$ cat config.mk
export PLATFORM = sky130hd
export DESIGN_NAME = single_divide_v_s_seq_flat
export DESIGN_NICKNAME = d
export VERILOG_FILES = /design/src/rtl/single_divide_v_s_seq_pkg.sv /design/src/rtl/single_divide_v_s_seq_if.sv /design/src/rtl/single_divide_v_s_seq.sv /design/src/flat_wrapper.sv
export SDC_FILE = /design/constraint.sdc
export NUM_CORES = 2
export LEC_CHECK = 0
export CAP_MARGIN = 5
export CELL_PAD_IN_SITES_DETAIL_PLACEMENT = 0
export CELL_PAD_IN_SITES_GLOBAL_PLACEMENT = 1
export CORE_AREA = 2 2 304 306
export DETAILED_ROUTE_END_ITERATION = 6
export DIE_AREA = 0 0 306 308
export PLACE_DENSITY = 0.8
export SLEW_MARGIN = 30
export SYNTH_ARGS = -nofsm -noshare
export SYNTH_HDL_FRONTEND = slang
export SYNTH_SLANG_ARGS = --single-unit
$ cat constraint.sdc
create_clock -name clk -period 3.5 [get_ports clk]
set_input_delay 0.525 -clock clk [delete_from_list [all_inputs] [get_ports clk]]
set_output_delay 0.525 -clock clk [all_outputs]
set_load 0.05 [all_outputs]
$ cat src/rtl/single_divide_v_s_seq_pkg.sv
`default_nettype none
// +----------------------------------------------------------------------------+
// | Module   : single_pkg                                                      |
// | Purpose  : Shared types and helpers for the vector-by-scalar divide        |
// |            sequencer: float32 alias, sequencer state encoding, IEEE-754    |
// |            special-value constants and a zero/denormal test.               |
// | Revision : 1.0 - initial release                                           |
// +----------------------------------------------------------------------------+
package single_pkg;

    typedef logic [31:0] float32_t;

    typedef enum logic [1:0] {
        IDLE  = 2'd0,
        ISSUE = 2'd1,
        DRAIN = 2'd2,
        DONE  = 2'd3
    } seq_state_t;

    localparam float32_t FP_POS_INF = 32'h7F80_0000;
    localparam float32_t FP_QNAN    = 32'h7FC0_0000;

    // Zero exponent covers both signed zeros and denormals, which the
    // sequencer treats alike as a zero operand.
    function automatic logic fp_is_zero(input float32_t f);
        return (f[30:23] == 8'h00);
    endfunction

endpackage
`default_nettype wire

$ cat src/rtl/single_divide_v_s_seq_if.sv
`default_nettype none
// +----------------------------------------------------------------------------+
// | Module   : single_divide_v_s_seq_if                                        |
// | Purpose  : Bundles the job input handshake, result output handshake,       |
// |            shared-divider port and status flags of the sequencer.          |
// |            slave  : sequencer view                                         |
// |            master : environment view (producer, consumer and divider)      |
// | Revision : 1.0 - initial release                                           |
// +----------------------------------------------------------------------------+
interface single_divide_v_s_seq_if
    import single_pkg::*;
#(
    parameter int WIDTH = 10
);

    logic                   in_valid;
    logic                   in_ready;
    float32_t [WIDTH-1:0]   vector_a;
    float32_t               b;
    logic                   out_valid;
    logic                   out_ready;
    float32_t [WIDTH-1:0]   vector_c;
    logic                   div_in_valid;
    float32_t               div_a;
    float32_t               div_b;
    logic                   div_out_valid;
    float32_t               div_c;
    logic                   protocol_err;
    logic                   div_zero;

    modport slave (
        input  in_valid, vector_a, b, out_ready, div_out_valid, div_c,
        output in_ready, out_valid, vector_c, div_in_valid, div_a, div_b,
               protocol_err, div_zero
    );

    modport master (
        output in_valid, vector_a, b, out_ready, div_out_valid, div_c,
        input  in_ready, out_valid, vector_c, div_in_valid, div_a, div_b,
               protocol_err, div_zero
    );

endinterface
`default_nettype wire

$ cat src/rtl/single_divide_v_s_seq.sv
`default_nettype none
// +----------------------------------------------------------------------------+
// | Module   : single_divide_v_s_seq                                           |
// | Purpose  : Time-multiplexes one pipelined single-precision divider across  |
// |            a WIDTH-element vector divided by a scalar. Accepts a job,      |
// |            issues one element per cycle, collects results in arrival       |
// |            order (latency-agnostic) and presents the full quotient vector. |
// | Ports    : clk, rst         - clock, synchronous active-high reset         |
// |            bus (slave)      - in_valid/in_ready/vector_a/b job input,      |
// |                               out_valid/out_ready/vector_c result output,  |
// |                               div_in_valid/div_a/div_b/div_out_valid/div_c |
// |                               divider port, protocol_err, div_zero         |
// | Options  : SINGLE_DIV_SEQ_ZERO_CHECK_EN - zero-divisor bypass producing    |
// |            signed infinity / quiet NaN without using the divider.          |
// | Revision : 1.0 - initial release                                           |
// +----------------------------------------------------------------------------+
module single_divide_v_s_seq
    import single_pkg::*;
#(
    parameter int WIDTH = 10
)(
    input  wire logic               clk,
    input  wire logic               rst,
    single_divide_v_s_seq_if.slave  bus
);

    localparam int IDX_W = (WIDTH > 1) ? $clog2(WIDTH) : 1;
    localparam int CNT_W = $clog2(WIDTH + 1);
    localparam logic [IDX_W-1:0] c_last_idx = IDX_W'(WIDTH - 1);

    seq_state_t             r_state;
    seq_state_t             w_state_next;
    logic [IDX_W-1:0]       r_issue_idx;
    logic [IDX_W-1:0]       r_collect_idx;
    logic [CNT_W-1:0]       r_outstanding;
    float32_t [WIDTH-1:0]   r_a;
    float32_t               r_b;
    float32_t [WIDTH-1:0]   r_vector_c;
    logic                   r_protocol_err;

    logic                   w_accept;
    logic                   w_issue;
    logic                   w_collect;
    logic                   w_stray;
    logic                   w_in_ready;
    logic                   w_out_valid;
    logic                   w_b_zero;
    logic                   w_fill_pending;

`ifdef SINGLE_DIV_SEQ_ZERO_CHECK_EN
    logic                   r_div_zero;
    // High for the first DONE cycle of a zero-divisor job while the
    // special-value results are written; out_valid is held off meanwhile.
    logic                   r_zero_fill;

    assign w_b_zero       = fp_is_zero(bus.b);
    assign w_fill_pending = r_zero_fill;
    assign bus.div_zero   = r_div_zero;
`else
    assign w_b_zero       = 1'b0;
    assign w_fill_pending = 1'b0;
    assign bus.div_zero   = 1'b0;
`endif

    always_ff @(posedge clk) begin
        if (rst) begin
            r_state <= IDLE;
        end else begin
            r_state <= w_state_next;
        end
    end

    always_comb begin
        w_state_next = r_state;
        w_accept     = 1'b0;
        w_issue      = 1'b0;
        w_collect    = 1'b0;
        w_stray      = 1'b0;
        w_in_ready   = 1'b0;
        w_out_valid  = 1'b0;
        unique case (r_state)
            IDLE: begin
                w_in_ready = 1'b1;
                if (bus.in_valid) begin
                    w_accept     = 1'b1;
                    w_state_next = w_b_zero ? DONE : ISSUE;
                end
            end
            ISSUE: begin
                w_issue = 1'b1;
                if (r_issue_idx == c_last_idx) begin
                    w_state_next = DRAIN;
                end
            end
            DRAIN: begin
            end
            DONE: begin
                w_out_valid = !w_fill_pending;
                if (bus.out_ready && !w_fill_pending) begin
                    w_state_next = IDLE;
                end
            end
            default: begin
                w_state_next = IDLE;
            end
        endcase
        // Outstanding excludes this cycle's issue, so a zero-latency result
        // can never be credited against an operand not yet registered.
        if (bus.div_out_valid) begin
            if (r_outstanding == '0) begin
                w_stray = 1'b1;
            end else if (r_state == ISSUE || r_state == DRAIN) begin
                w_collect = 1'b1;
                if (r_collect_idx == c_last_idx) begin
                    w_state_next = DONE;
                end
            end
        end
    end

    always_ff @(posedge clk) begin
        if (rst) begin
            r_issue_idx    <= '0;
            r_collect_idx  <= '0;
            r_outstanding  <= '0;
            r_a            <= '0;
            r_b            <= '0;
            r_vector_c     <= '0;
            r_protocol_err <= 1'b0;
        end else begin
            if (w_accept) begin
                r_a           <= bus.vector_a;
                r_b           <= bus.b;
                r_issue_idx   <= '0;
                r_collect_idx <= '0;
            end
            if (w_issue) begin
                r_issue_idx <= r_issue_idx + IDX_W'(1);
            end
            if (w_collect) begin
                r_vector_c[r_collect_idx] <= bus.div_c;
                r_collect_idx             <= r_collect_idx + IDX_W'(1);
            end
            r_outstanding <= r_outstanding + CNT_W'(w_issue) - CNT_W'(w_collect);
            if (w_stray) begin
                r_protocol_err <= 1'b1;
            end
`ifdef SINGLE_DIV_SEQ_ZERO_CHECK_EN
            if (r_zero_fill) begin
                for (int i = 0; i < WIDTH; i++) begin
                    r_vector_c[i] <= fp_is_zero(r_a[i]) ? FP_QNAN
                                   : {r_a[i][31] ^ r_b[31], FP_POS_INF[30:0]};
                end
            end
`endif
        end
    end

`ifdef SINGLE_DIV_SEQ_ZERO_CHECK_EN
    always_ff @(posedge clk) begin
        if (rst) begin
            r_div_zero  <= 1'b0;
            r_zero_fill <= 1'b0;
        end else if (w_accept) begin
            r_div_zero  <= w_b_zero;
            r_zero_fill <= w_b_zero;
        end else begin
            r_zero_fill <= 1'b0;
        end
    end
`endif

    assign bus.in_ready     = w_in_ready;
    assign bus.out_valid    = w_out_valid;
    assign bus.vector_c     = r_vector_c;
    assign bus.div_in_valid = w_issue;
    assign bus.div_a        = w_issue ? r_a[r_issue_idx] : '0;
    assign bus.div_b        = w_issue ? r_b : '0;
    assign bus.protocol_err = r_protocol_err;

endmodule
`default_nettype wire

$ cat src/flat_wrapper.sv
// flat-port wrapper written by rule: the top's interface ports become plain ports
module single_divide_v_s_seq_flat import single_pkg::*;
#(
    parameter int WIDTH = 10
)
  (clk, rst, bus_in_valid, bus_vector_a, bus_b, bus_out_ready, bus_div_out_valid, bus_div_c, bus_in_ready, bus_out_valid, bus_vector_c, bus_div_in_valid, bus_div_a, bus_div_b, bus_protocol_err, bus_div_zero);
  single_divide_v_s_seq_if #(.WIDTH(WIDTH)) bus_i ();
  input  wire logic clk;
  input  wire logic rst;
  input wire logic [$bits(bus_i.in_valid)-1:0] bus_in_valid;
  input wire logic [$bits(bus_i.vector_a)-1:0] bus_vector_a;
  input wire logic [$bits(bus_i.b)-1:0] bus_b;
  input wire logic [$bits(bus_i.out_ready)-1:0] bus_out_ready;
  input wire logic [$bits(bus_i.div_out_valid)-1:0] bus_div_out_valid;
  input wire logic [$bits(bus_i.div_c)-1:0] bus_div_c;
  output wire logic [$bits(bus_i.in_ready)-1:0] bus_in_ready;
  output wire logic [$bits(bus_i.out_valid)-1:0] bus_out_valid;
  output wire logic [$bits(bus_i.vector_c)-1:0] bus_vector_c;
  output wire logic [$bits(bus_i.div_in_valid)-1:0] bus_div_in_valid;
  output wire logic [$bits(bus_i.div_a)-1:0] bus_div_a;
  output wire logic [$bits(bus_i.div_b)-1:0] bus_div_b;
  output wire logic [$bits(bus_i.protocol_err)-1:0] bus_protocol_err;
  output wire logic [$bits(bus_i.div_zero)-1:0] bus_div_zero;
  assign bus_i.in_valid = bus_in_valid;
  assign bus_i.vector_a = bus_vector_a;
  assign bus_i.b = bus_b;
  assign bus_i.out_ready = bus_out_ready;
  assign bus_i.div_out_valid = bus_div_out_valid;
  assign bus_i.div_c = bus_div_c;
  assign bus_in_ready = bus_i.in_ready;
  assign bus_out_valid = bus_i.out_valid;
  assign bus_vector_c = bus_i.vector_c;
  assign bus_div_in_valid = bus_i.div_in_valid;
  assign bus_div_a = bus_i.div_a;
  assign bus_div_b = bus_i.div_b;
  assign bus_protocol_err = bus_i.protocol_err;
  assign bus_div_zero = bus_i.div_zero;
  single_divide_v_s_seq #(.WIDTH(WIDTH)) u_core (.clk(clk), .rst(rst), .bus(bus_i));
endmodule
==> qor.csv <==
metric;value;unit
register area share after synthesis;0.489;
Fin. Hold Viols;0;
Clock Latency Late Sink;630;ps
largest net degree at the start of global routing;90;
# H-tree levels;3;
vias per cell;4.89;
placed cell area;36600;sq um
Pre-Repair DR Iteration Count;5;
Post-Syn Area;28100;sq um
Initial Utilization;0.309;
final std cells w/o fill;5311;
Total Die Area;94200;sq um
Worst Path Arrival;2760;ps
Root Buffer;clkbuf_16;
pwr/cell area;494;nW/um^2
post-synth cell types;44;
crit path max fanout;37;
layout cells sized above 1;0.138;
setup TNS;0;ps
Die Y;308;microns
CTS tree;yes;
maxcap violations;0;
Total Wirelength;114000;microns
RSZ-0062 raised after global routing;false;
CTS sink count;687;
utilization after layout;0.433;
post-DR wirelength/cell;21.6;microns
Die W;306;microns
CP Capture Type;output pin;
area grow syn2layout;40.1;%
IO Port Bufs;776;
DP Worst Slack;533;ps
TritonCTS buffer count;78;
Static Leakage;0.0135;uW
Post-route DRC;0;
clk buf depth;3;
Gate Count Post-Synth;3413;
Final Max Tran Viols;0;
Slew headroom;0.339;
Final min period;3280;ps
GR Overflow Total;0;
Mapped Nets;3818;
GPL Wtd Cong;0.869;
Total GRT Usage;0.233;
design area;39400;sq um
num ports;778;
Reg clk slew, reported paths;60;ps
#FFs+latches synth;687;
Final Cycle Share;0.938;
Core ar.;91000;sq um
Max Fclk;305;MHz
FP Rows;111;
clock skew;37.9;ps
placed cell count;5148;
first-pass GRT wire length;166000;microns
FF/Latch Area;13800;sq um
Post-DP HPWL;83100;microns
WP data required;2970;ps
synth warn;0;
worst-margin pin slew;991;ps
area of the multi-input gates;12700;sq um
vias in the first global route;24664;
number of routed nets with antenna violations;0;
Final nets;4449;
most common cell after layout, fill and taps aside;nand2_1;
Final setup viols;0;
status;completed;
Fill cells;9060;
antenna violations before repair;37;
DR vias;25964;
Peak VDD IR;0.000350;V
highest-count cells in the layout ignoring fill and taps;1,261 x nand2_1, 743 x clkdlybuf4s50_1, 684 x dfxtp_1;
DR iter-0 viols;1918;
fin worst setup slack;218;ps
Hold Crit Class;primary input to register;
synthesized area per cell;8.23;sq um
startpoint types;register;
CP Class;register to output pin;
==> registers in the layout (all words and copies together) (netlist names) <==
name,cells
u_core.r_collect_idx,4
u_core.bus.vector_c,320
u_core.r_state,2
u_core.r_issue_idx,4
u_core.bus.protocol_err,1
u_core.r_outstanding,4
u_core.r_a,320
u_core.r_b,32
==> area by class of cell <==
class / instances / share of cell area
Inverter: 13 / 0.00124
Clock buffer: 115 / 0.0601
Tap cell: 1186 / 0.0377
Clock inverter: 25 / 0.00886
Sequential cell: 687 / 0.349
Antenna cell: 21 / 0.00133
Multi-Input combinational cell: 2404 / 0.323
Timing Repair Buffer: 860 / 0.219
==> cells by family after synthesis <==
kind of cell               count (synthesis)  share of synthesized area
buffers and inverters                    322                     0.0600
adders and majority gates                 16                    0.00739
xor gates and xnor gates                   2                   0.000623
AOI/OAI and AO/OA                        788                      0.161
other                                      1                   0.000133
DFF                                      687                      0.489
muxes                                    129                     0.0616
and+or+nand+nor                         1468                      0.220
==> per-stage QoR <==
step	hold slack, ps	total power (uW)
finish	405	19400
global placement	438	10900
floorplan	432	9900
detailed placement	444	11000
global route	418	20100
CTS	395	19600
==> routing by layer <==
layer  part of all wire  GRT usage  up-vias  wire [microns]
met5             0.0018          0        -             210
li1                   -          -    12482               -
met1               0.41      0.285    12202           46400
met2               0.47      0.381     1000           53500
met3              0.079     0.0617      246            9030
met4              0.046      0.109       34            5290
==> where the power goes <==
part | leakage (uW) | internal, uW | switching (uW)
sequential | 0.00559 | 8140 | 192
combinational | 0.00659 | 1010 | 1450
clock | 0.00133 | 5150 | 3490
total | 0.0135 | 14300 | 5130
==> cells in the mapped netlist (all sizes together) <==
cell type,count,area (sq um)
nand4,6,119
or3,1,6.26
conb,1,3.75
a31oi,3,18.8
or3b,1,11.3
nor3b,3,22.5
nand4b,4,80.1
ha,15,188
mux4,32,721
nor3,5,30.0
nor2,10,37.5
and3b,1,8.76
xnor2,2,17.5
nand3,3,15.0
and4,6,52.6
a21oi,714,4020
a21o,1,7.51
mux2i,65,651
and2,35,219
nand2,1382,5490
o32ai,1,8.76
o21ai,36,180
fa,1,20.0
nand3b,2,15.0
clkbuf,155,582
and4b,4,40.0
mux2,32,360
a221oi,32,280
dfxtp,687,13800
inv,13,48.8
a2111o,1,11.3
buf,154,1050
nor2b,5,31.3
==> final timing paths <==
| kind | slack (ps) | to | startpoint | cells past startpoint |
|---|---|---|---|---|
| worst min-delay path | 410 | u_core.r_collect_idx[0] | rst | 2 |
| worst max register to register | 860 | u_core.r_outstanding[2] | u_core.r_state[0] | 11 |
| worst max-delay path | 220 | bus_div_a[31] | u_core.r_state[1] | 7 |
| worst min register to register | 450 | u_core.r_b[31] | u_core.r_b[31] | 2 |
==> what timing repair did <==
action	4_1_cts	5_1_grt
gates cloned	0	0
endpoints found under the setup margin	19	1
hold buffers	0	0
resized for setup	1	0
setup buffers	0	1
==> critical path, stage by stage, from the launching register on <==
cell and delay, ps:
dfxtp_1 340, inv_1 120, ha_4 430, buf_4 250, inv_2 60, buf_4 300
a21oi_1 350, buf_4 270
No activity file was read; power rests on OpenSTA's default activity.
